===== config.mk =====
export PLATFORM = sky130hd
export DESIGN_NAME = button_conditioner
export DESIGN_NICKNAME = d
export VERILOG_FILES = /design/src/rtl/frog_io_pkg.sv /design/src/rtl/debounce_filter.sv /design/src/rtl/button_conditioner.sv
export SDC_FILE = /design/constraint.sdc
export NUM_CORES = 1
export LEC_CHECK = 0
export CORE_MARGIN = 10
export CORE_UTILIZATION = 40
export CTS_CLUSTER_SIZE = 20
export DETAILED_ROUTE_END_ITERATION = 10
export PLACE_DENSITY_LB_ADDON = 0.05
export SLEW_MARGIN = 5
export SYNTH_ARGS = -nofsm -noshare
export SYNTH_HDL_FRONTEND = slang
export SYNTH_SLANG_ARGS = --single-unit

===== constraint.sdc =====
create_clock -name clk -period 4.9 [get_ports clk]
set_clock_uncertainty 0.2 [all_clocks]
set_input_delay 0.98 -clock clk [delete_from_list [all_inputs] [get_ports clk]]
set_output_delay 0.98 -clock clk [all_outputs]
set_load 0.05 [all_outputs]

===== src/rtl/frog_io_pkg.sv =====
// Shared types and timing constants for the Frog_CPU button path.
// Holds the conditioner FSM states, board timing and bench timing.
package frog_io_pkg;

  typedef enum logic [1:0] {
    RELEASED,
    HOLD_WAIT,
    REPEAT
  } btn_state_t;

  // 50 MHz board timing: 10 ms debounce, 0.5 s delay, 0.1 s period.
  localparam int DEF_DEBOUNCE = 500000;
  localparam int DEF_DELAY    = 25000000;
  localparam int DEF_PERIOD   = 5000000;
  localparam int DEF_CNT_W    = 25;

  // Short timing so a simulation covers every path in a few cycles.
  localparam int SIM_DEBOUNCE = 4;
  localparam int SIM_DELAY    = 10;
  localparam int SIM_PERIOD   = 3;
  localparam int SIM_CNT_W    = 4;

endpackage


===== src/rtl/debounce_filter.sv =====
// Two-flop synchroniser plus stable-count debouncer.
// Ports: clk, rst, button in; level, rise, fall out.
module debounce_filter
  import frog_io_pkg::*;
#(
  parameter int DEBOUNCE_CYCLES = DEF_DEBOUNCE,
  parameter int CNT_W           = DEF_CNT_W
) (
  input  logic clk,
  input  logic rst,
  input  logic button,
  output logic level,
  output logic rise,
  output logic fall
);

  localparam logic [CNT_W-1:0] D_LAST =
    CNT_W'(DEBOUNCE_CYCLES - 1);
  localparam logic [CNT_W-1:0] ONE = CNT_W'(1);

  logic             s1;
  logic             s2;
  logic [CNT_W-1:0] dcnt;
  logic             hit;

  // Strobes are combinational so the FSM acts on the
  // same edge that flips level.
  assign hit  = (s2 != level) && (dcnt == D_LAST);
  assign rise = hit & ~level;
  assign fall = hit & level;

  always_ff @(posedge clk) begin
    if (rst) begin
      s1    <= 1'b0;
      s2    <= 1'b0;
      level <= 1'b0;
      dcnt  <= '0;
    end else begin
      s1 <= button;
      s2 <= s1;
      if (s2 == level) begin
        dcnt <= '0;
      end else if (dcnt == D_LAST) begin
        level <= ~level;
        dcnt  <= '0;
      end else begin
        dcnt <= dcnt + ONE;
      end
    end
  end

endmodule


===== src/rtl/button_conditioner.sv =====
// Debounced single-step pulse generator with auto-repeat.
// Ports: clk, rst, button in; step, level, repeating out.
module button_conditioner
  import frog_io_pkg::*;
#(
  parameter int DEBOUNCE_CYCLES = DEF_DEBOUNCE,
  parameter int REPEAT_EN       = 1,
  parameter int REPEAT_DELAY    = DEF_DELAY,
  parameter int REPEAT_PERIOD   = DEF_PERIOD,
  parameter int CNT_W           = DEF_CNT_W
) (
  input  logic clk,
  input  logic rst,
  input  logic button,
  output logic step,
  output logic level,
  output logic repeating
);

  localparam bit REP_ON = (REPEAT_EN != 0);
  localparam logic [CNT_W-1:0] DLY_LAST =
    CNT_W'(REPEAT_DELAY - 1);
  localparam logic [CNT_W-1:0] PER_LAST =
    CNT_W'(REPEAT_PERIOD - 1);
  localparam logic [CNT_W-1:0] ONE = CNT_W'(1);

  btn_state_t       state;
  logic [CNT_W-1:0] hcnt;
  logic             rise;
  logic             fall;

  debounce_filter #(
    .DEBOUNCE_CYCLES(DEBOUNCE_CYCLES),
    .CNT_W          (CNT_W)
  ) u_filter (
    .clk   (clk),
    .rst   (rst),
    .button(button),
    .level (level),
    .rise  (rise),
    .fall  (fall)
  );

  always_ff @(posedge clk) begin
    if (rst) begin
      state     <= RELEASED;
      hcnt      <= '0;
      step      <= 1'b0;
      repeating <= 1'b0;
    end else begin
      step <= 1'b0;
      // A release beats any repeat pulse due on the same edge.
      if (fall) begin
        state     <= RELEASED;
        hcnt      <= '0;
        repeating <= 1'b0;
      end else begin
        unique case (state)
          RELEASED: begin
            if (rise) begin
              step <= 1'b1;
              hcnt <= '0;
              // Without repeat, REPEAT is a parked hold state.
              state <= REP_ON ? HOLD_WAIT : REPEAT;
            end
          end
          HOLD_WAIT: begin
            if (hcnt == DLY_LAST) begin
              step      <= 1'b1;
              hcnt      <= '0;
              state     <= REPEAT;
              repeating <= REP_ON;
            end else begin
              hcnt <= hcnt + ONE;
            end
          end
          REPEAT: begin
            if (REP_ON) begin
              if (hcnt == PER_LAST) begin
                step <= 1'b1;
                hcnt <= '0;
              end else begin
                hcnt <= hcnt + ONE;
              end
            end
          end
          default: begin
            state <= RELEASED;
            hcnt  <= '0;
          end
        endcase
      end
    end
  end

endmodule


# After elaboration in Yosys (flattened, before gate mapping)
# Index checks and enable logic that the tools add are counted.
op_classes:
  addsub: 2
  n_eq_ne: 9
  muxes: 11
  bitwise: 5
  reduce_logical: 7
op_table:
  columns: ["op", "count"]
  rows:
  - ["25-bit 2-to-1 mux", 3]
  - ["25-bit case mux with 3 select lines", 1]
  - ["25-bit by 1-bit adder with 25-bit output (second input constant)", 2]
  - ["25-bit by 19-bit == test with 1-bit output (second input constant)", 1]
  - ["25-bit by 23-bit == test with 1-bit output (second input constant)", 1]
  - ["25-bit == test (second input constant)", 1]
  - ["2-bit case mux with 3 select lines", 1]
  - ["2-bit 2-to-1 mux", 2]
  - ["2-bit inequality test (second input constant)", 2]
  - ["2-bit AND reduction", 2]
  - ["1-bit 2-to-1 mux", 3]
  - ["1-bit inverter", 3]
  - ["1-bit case mux with 3 select lines", 1]
  - ["3-bit AND reduction", 1]
  - ["3-bit OR reduction", 1]
  - ["1-bit AND", 2]
  - ["2-bit by 1-bit == test with 1-bit output (second input constant)", 1]
  - ["2-bit == test (second input constant)", 1]
  - ["2-bit logical NOT", 1]
  - ["2-bit OR reduction", 1]
  - ["1-bit == test", 1]
  - ["1-bit logical AND", 1]
  - ["1-bit inequality test", 1]
totals:
  reg_bits: 57
  in_bits: 3
  out_inout_bits: 3
  wordCells: 42

# Longest topological paths before layout
# Gate-level depths: netlist of run 1.
logic_depth:
  depth_word: 5
  mapped_depth: 8
  depth_no_buf: 6

# Hierarchy
# A second synthesis of run 1 with hierarchy kept.
hier_totals:
  cells_unflattened: 390
  hier_area_um2: 3095.5
modules_own_cells:
  columns: ["mod", "instances", "cells_each", "area_each_um2", "seq_area_each_um2"]
  rows:
  - ["button_conditioner", 1, 239, 1813.0, 580.6]
  - ["debounce_filter", 1, 151, 1282.5, 560.5]

# Least setup slack after synthesis of run 1
# OpenSTA, ideal clock, no wires.
synth_path:
  path_type: "flip-flop to flip-flop"
  startpoint: "register hcnt[0]"
  endpoint: "register hcnt[11]"
  t_arrival_ps: 2038
  t_required_ps: 4563
  slack_ps: 2526
  path_stages_with_launch: 9
  path_buffers: 2
  cell_sequence: "dfxtp_1 > ha_1 > nand3_1 > nor4_1 > a31oi_1 > clkbuf_1 > clkbuf_1 > o2111ai_1 > o211ai_1"
synth_between:
  elab_chain_cells: 3
synth_lines:
  columns: ["item", "line_no", "source"]
  rows:
  - ["from (decl)", "button_conditioner.sv:28", "logic [CNT_W-1:0] hcnt;"]
  - ["from (signal assigned)", "button_conditioner.sv:74", "hcnt <= hcnt + ONE;"]
  - ["from (signal assigned)", "button_conditioner.sv:83", "hcnt <= hcnt + ONE;"]
  - ["25-bit by 1-bit adder with 25-bit output, or another cell as far along", "button_conditioner.sv:74, button_conditioner.sv:83", null]
  - ["25-bit 2-to-1 mux, on equally long branches", "button_conditioner.sv:79, button_conditioner.sv:68", null]
  - ["25-bit case mux with 3 select lines *", "button_conditioner.sv:58", "unique case (state)"]
# Mark *: on every way between the ends. The rest lies on a longest branch, timed or not.
# A chain may end at the register's enable or synchronous reset.

# Worst setup path after layout of run 1
layout_path:
  startpoint: "register hcnt[0]"
  endpoint: "register hcnt[13]"
# The elaborated chain is that of the path after synthesis.

==> results of run 1 <==
-- layer usage --
| layer | vias to the layer above | global-route usage [%] |
|---|---|---|
| li1 | 1458 | - |
| met1 | 1377 | 21.8 |
| met2 | 70 | 18.2 |
| met3 | 10 | 3.45 |
| met4 | 0 | 4.28 |
| met5 | - | 0 |
-- logic make-up after synthesis --
group	Yosys count	share of synthesized area, %
adder cells (fa/ha/maj)	6	2.32
buffers and inverters	39	5.11
multiplexers	1	0.309
XOR/XNOR	23	6.23
flip-flops	57	35.3
AND/OR/NAND/NOR	189	33.2
AO/OA/AOI/OAI	73	17.6
-- state kept, by name, indices dropped and copies added, names as in the netlist --
| register | count |
|---|---|
| u_filter.level | 1 |
| step | 1 |
| u_filter.s1 | 1 |
| u_filter.dcnt | 25 |
| u_filter.s2 | 1 |
| state | 2 |
| hcnt | 25 |
| repeating | 1 |
-- cells in the final DEF, fill, tap and decap left out, types with 4 or more instances in the layout --
cell type	Yosys	final
dfxtp_1	57	57
nand3_1	40	40
nor2_1	34	34
o211ai_1	23	23
nand2_1	21	21
nor3_1	18	18
xnor2_1	17	17
o2111ai_1	15	15
inv_1	13	13
nand4_1	12	12
or4_1	12	12
a21oi_1	12	11
clkbuf_8	0	10
and4_1	8	8
nor4_1	8	8
o31ai_1	8	8
and3_1	6	6
xor2_1	6	6
ha_1	6	6
or3_1	5	5
clkdlybuf4s50_1	0	5
nor2b_1	4	4
-- power by group --
part           switching (uW)  internal, uW
clock network             203           300
logic                    10.8          4.20
registers               0.543           464
-- layout make-up --
type | count | area (um2)
timing repair buffer | 7 | 65.1
clock inverter | 5 | 78.8
sequential | 57 | 1140
multi-input combinational | 292 | 1950
fill | 788 | 4250
clock buffer | 11 | 141
tap | 102 | 128
inverter | 13 | 48.8
-- stage by stage --
stage                     total power (uW)  utilization, %
final                                  982            45.5
after global routing                  1020            45.5
after CTS                              993            45.5
after detailed placement               490            42.7
after global placement                 490            42.7
after floorplan                        485               -
-- worst reg2reg max path, cell delays in order, from the launching register on --
cell	delay, ns
dfxtp_1	0.40
ha_1	0.27
nand3_1	0.22
nor4_1	0.60
a31oi_2	0.55
o211ai_1	0.72
o311ai_0	0.21
-- worst max path at each step --
stage	startpoint	endpoint	slack, ns	depth (start not counted)
6_report	hcnt[0]	hcnt[13]	1.58	6
5_1_grt	hcnt[0]	hcnt[13]	1.26	6
4_1_cts	hcnt[0]	hcnt[13]	1.59	6
3_5_place_dp	hcnt[0]	hcnt[13]	1.63	6
3_3_place_gp	hcnt[0]	hcnt[13]	1.74	6
2_1_floorplan	hcnt[0]	hcnt[11]	2.53	8
==> out/summary.md, run 1 <==
The tools report the sum of negative setup slack as 0 ns. The worst hold path belongs to the class reg -> reg. After floorplanning, the core was sized to cover 0.00781 mm2.

The routed layout has 2915 vias. Based on the critical path, the design can be clocked at up to 302 MHz. Setup slack closes at 1.58 ns.

The synthesized net count came out at 397. STA classifies the critical path endpoint as a flop. Setup violations remaining at the end of the flow were counted as 0.

From synthesis to final layout, the design area changed by 9.90%. Of all flip-flops after synthesis, the portion carrying an async set or reset was 0%. TritonCTS sink count: 57. The first global-routing pass estimated 13.7 mm of wire.

STA puts the critical path data required time at 4.90 ns. The run gives 41.4% as the initial core utilization. The routability congestion estimate from global placement came out at 0.827.

For this run the aggregate overflow at the end of global routing stands at 0. The logs give 389 for the final net count and 388 for the number of instances in the synthesized netlist. With fillers left out, the area of the finished cells amounts to 0.00355 mm2. In the post-synthesis netlist, the biggest area contributors are dfxtp_1, nand3_1, o211ai_1. The non-filler instance count after layout was 487. In this run the most critical hold path is launched from repeating. The tools report the total number of H-tree levels as 3. The slew at the pin closest to its max-slew limit is 1.12 ns, and the post-DP HPWL is 5.41 mm. The kind of start point of the critical path was a flop.

For this run, the detailed router's first-pass iteration total came to 4. For the slack of the worst reg-to-reg path, the log shows 1.58 ns. During synthesis, Yosys emitted a total of 0 warnings. Along the worst path, the maximum fanout reaches 21. After synthesis, the largest area contributor takes up 35.3% of total cell area. 0 antenna diodes ended up in the layout. From left edge to right edge, the die measures 110 um. For this run, the register share of the synthesized area comes to 35.3%. The count of state elements after synthesis came out at 57. The synthesized design contains 0 enable-type register cells. The highest metal layer with signal wires is met4. The via count of the first global-routing pass came out at 2614. After layout, the minimum clock period comes to 3.32 ns.

The number of antenna violations at the first check in global routing was 0. In this run the mean area of a mapped cell was 8.34 um2. For the antenna violation net count after detailed routing, the log shows 0. Wire segments on met2 add up to 3.32 mm in the final route.

The worst hold path passes through 2 cells. The largest individual stage delay along the critical path comes from the cell o211ai_1. The port buffer count works out to 5. For this design, the CTS-stage hold fixing added 0 buffers. The number of cell rows came out at 32. The endpoint of the worst register-to-register path is hcnt[13]. The count of pins over their slew limit is 0, and the stage delay of the slowest cell on the critical path is 0.72 ns. The analysis attributes to cell leakage a power of 0.000957 uW. TritonCTS built the clock tree.

Ranked by instance count, the synthesized netlist is headed by dfxtp_1, nand3_1, nor2_1. Clock root buffer: clkbuf_8. The power per standard cell area came out at 276 mW/mm2. Buffers added to address setup during post-CTS repair amount to 0. The final hold violation count was 0; the per-cell routed wire length was 16.7 um. In this run the deepest clock path goes through 2 buffers. Most repeated cell in the gate-level netlist after synthesis: dfxtp_1. In the final layout, the share of cells above drive strength 1 is 7.27%. Data arrival time of the critical path: 3.31 ns. The detailed router finished its first iteration with 227 violations. The die covers 0.0121 mm2. The number of clock buffers inserted by TritonCTS is 9, and the number of vias per cell is 5.99.

The signal on the critical path passes through ha_1 > nand3_1 > nor4_1 > a31oi_2 > o211ai_1 > o311ai_0. The logs give 0 for the number of gates resized after cts and 0.34 ns for the insertion delay to the later sink of the worst-skew pair. The unique cell type count in the Yosys netlist was 46. Entering global routing, the biggest net connects 44 pins.

Grouping stages by cell kind, the critical path spends the most delay in compound AO/OA/AOI/OAI gates. Clock-pin slew was measured on the worst setup and hold paths at 0.07 ns. IR analysis of the VDD net gives a maximum drop of 145 uV. Global routing used 14.1% of the available tracks across all layers.

Setup repair after global routing left no endpoint under its margin. For the setup slack after placement, the log shows 1.63 ns. The detailed router put a total of 4.16 mm of wire on met1. Counting both buffers and inverters, the worst setup path holds a total of 0. The tool flagged a number of max-cap violations equal to 0.

The critical setup path kind was reg -> reg. Summed over all layers, the routed wires come to 8.11 mm. Post-placement cell area: 0.00333 mm2. The tools report the beginning of the worst register-to-register path as hcnt[0]. The run finished with clean final reports. The final critical path takes up 67.7% of the cycle.

The path depth of the worst reg2reg path is 6. In this run the cell area of the synthesized design comes to 0.00323 mm2. The length of routed met3 wiring was 530 um.

For hold timing, the worst endpoint is repeating. In this run the tightest slew margin relative to its limit is 25.0%. During I/O placement, the number of pins put on the boundary was 6. Measured along the y axis, the die boundary spans 110 um. The most used flip-flop cell after synthesis is dfxtp_1. The number of remaining DRC errors is 0. The biggest area contributor in the post-synthesis netlist is dfxtp_1. Cell count after placement: 471. Across all hold checks on the routed design, the worst slack comes to 0.248 ns.
Power figures use the tool's default switching activity.
==> inputs of run 2 (changes only) <==
clock period = 2.7 ns   (was 4.9 ns; I/O delays follow)
==> run 2 against run 1 <==
Worst setup slack worse by 1.4 ns; first-iteration DRC count is 7.9% lower; register-to-register slack worse by 1.4 ns; count of clock-buffer cells in the layout stayed put; die area stayed put; sequential cell count stayed put; combinational power is 99% higher.
==> out/summary.md, run 2 (same netlist as run 1, synthesis figures left out) <==
The via count of the first global-routing pass was 2710. TritonCTS built the clock tree. For the number of search-and-repair iterations in the first detailed-routing pass, the log shows 5. At the end of the flow, the number of nets in the layout was 404.

The per-cell routed wire length is 16.3 um. The fraction of final layout cells with drive strength greater than 1 is 11.5%. The library cells used most frequently in the layout, excluding fill and tap cells, are dfxtp_1, nand3_1, nor2_1. The port buffer count is 5. Non-filler instance count after layout: 502.

The worst min-delay path endpoint is repeating. Setup violations remaining at the end of the flow were counted as 0. The run gives 2 as the worst-case clock buffer depth. Endpoint of the worst register-to-register path: state[0]. The data arrival time of the critical path came out at 2.59 ns. Setup repair after global routing left no endpoint under its margin.

The commonest non-fill, non-tap cell in the layout is dfxtp_1. The worst hold path begins at repeating. The repair_antennas step left the layout with diodes totalling 0. Wires add up to 8.20 mm. The cell sitting at the root of the clock tree is a clkbuf_8.

The boundary pin count was 6. Measured in cells, the most critical reg-to-reg path has a length of 6. The critical setup path kind was reg -> reg. The ratio of final minimum period to clock period is 93.6%, and the clock-pin slew on the worst setup and hold paths is 0.07 ns. The logs give 0.17 ns for the slack of the worst reg-to-reg path and 0 for the max-capacitance violation count.

The dominant cell type by count on the critical path was o31a_1. Standard cell with the maximum stage delay on the critical path: or4_1. On the worst path, the slowest cell contributes a delay of 0.61 ns. The logs give 0 for the number of antenna violations at the first check in global routing and 0 for the number of remaining DRC errors.

The TritonCTS sink count was 57. Once the floorplan was initialized, standard cells occupied 41.4% of the core. The insertion delay to the later sink of the worst-skew pair came out at 0.34 ns.

After detailed placement, the design holds a cell count of 485. Routability-driven placement finished with a final weighted congestion of 0.812. In this run the standard cell core region covers 0.00781 mm2.

The run gives 0 ns as the sum of negative setup slack. The floorplan step defined a die boundary enclosing 0.0121 mm2. The kind of start point of the critical path is a flop. From left edge to right edge, the die measures 110 um. The run gives 396 MHz as the fmax.

The run gives 0 as the count of pins over their slew limit. The worst path in the final design needs a cycle of 2.53 ns, including I/O delays and setup. Row generation in the floorplan step produced 32 rows. In the routed layout, each cell is associated on average with a via count of 5.91. Entering global routing, the biggest net connects 44 pins.

The logs give 0 for the antenna violation net count after detailed routing and 243 uV for the worst ir drop on vdd. The total global routing overflow is 0, and the normalized max-slew margin is 60.1%. For the leakage power of the design, the log shows 0.00104 uW. The kind of end point of the critical path is a flop.

The synthesis-to-finish area growth was 14.2%; the final hold slack was 0.249 ns. Post-DP HPWL: 5.54 mm. The critical-path maximum fanout works out to 7.

In this run the critical register-to-register path is launched from hcnt[0]. In this run, CTS created clock tree buffers numbering 9. The tools report the required time reported for the critical path endpoint as 2.77 ns. The signal on the critical path passes through ha_1 > nand3_2 > or4_1 > o31a_1 > o31a_1 > nor3_1. After the first detailed-routing iteration, the DRC count stood at 209. Slew at the pin closest to its max-slew limit: 0.597 ns.

In the global route stage, overall resource usage came out at 14.0%. The tools report the final hold violation count as 0. The power per standard cell area works out to 488 mW/mm2. The first global-routing pass estimated 13.7 mm of wire.

The path class of the tightest hold or removal check is reg -> reg. The hold path depth is 2, and the die outline height is 110 um. The total number of H-tree levels is 3, and the via total after detailed routing is 2965. The largest registers in the layout are hcnt x25, u_filter.dcnt x25, state x2. The run finished with clean final reports.
## run 2: cell types whose count changed in the layout (fill, tap and decap cells not counted), sizes merged
cell and change:
clkinv -1, buf +15, clkinvlp +1
## run 2: final cells by class
class	count	area [um2]
clock buffers	11	151
clock inverters	5	77.6
fillers	777	4120
inverters	13	48.8
multi-input cells	292	1970
flip-flops and latches	57	1140
well taps	102	128
repair buffers	22	178
## run 2: layer usage
| metal | vias up | share of wire (%) | track usage, % |
|---|---|---|---|
| met1 | 1406 | 51 | 20.2 |
| met3 | 9 | 5.6 | 4.04 |
| li1 | 1488 | - | - |
| met2 | 62 | 42 | 19.6 |
| met4 | 0 | 0.88 | 4.09 |
| met5 | - | 0 | 0 |
## run 2: how the worst max path moves through the flow
stage,start,end,cells past startpoint
2_1_floorplan,hcnt[0],hcnt[11],8
3_3_place_gp,hcnt[0],hcnt[13],7
3_5_place_dp,hcnt[0],hcnt[13],7
4_1_cts,hcnt[0],hcnt[13],7
5_1_grt,u_filter.dcnt[6],hcnt[16],5
6_report,hcnt[0],state[0],6
## run 2: what timing repair did
action	4_1_cts	5_1_grt
hold endpoints to repair	0	0
setup buffers	0	1
setup endpoints to repair	0	20
gates resized for setup	0	3
hold buffers	0	0
## run 2: through the flow
stage | worst slack, ns | utilization (%) | total power, uW | cell area, um2
floorplan | 0.326 | - | 880 | 3230
global placement | 0.126 | 44.1 | 892 | 3440
detailed placement | 0.0690 | 44.1 | 892 | 3440
CTS | 0.0550 | 47.0 | 1830 | 3670
global route | 0.0123 | 47.3 | 1860 | 3690
finish | 0.173 | 47.3 | 1800 | 3690
## run 2: power breakdown
part,internal (uW),leakage [uW],total [uW],switching [uW]
sequential,842,0.000459,843,1.10
combinational,9.43,0.000461,29.8,20.4
clock,567,0.000115,930,363
total,1420,0.00104,1800,385
## run 2: critical path, delay by kind of cell (launching register included)
kind	cells	cell delay, ns
adder cells (fa/ha/maj)	1	0.27
AND/OR/NAND/NOR	3	0.95
AO/OA/AOI/OAI	2	0.65
flip-flops	1	0.39
==> inputs of run 3 (changes only) <==
CAP_MARGIN = 25   (was not set)
==> results of run 3 <==
No change in the layout: final DEF, timing and power equal those of run 2.
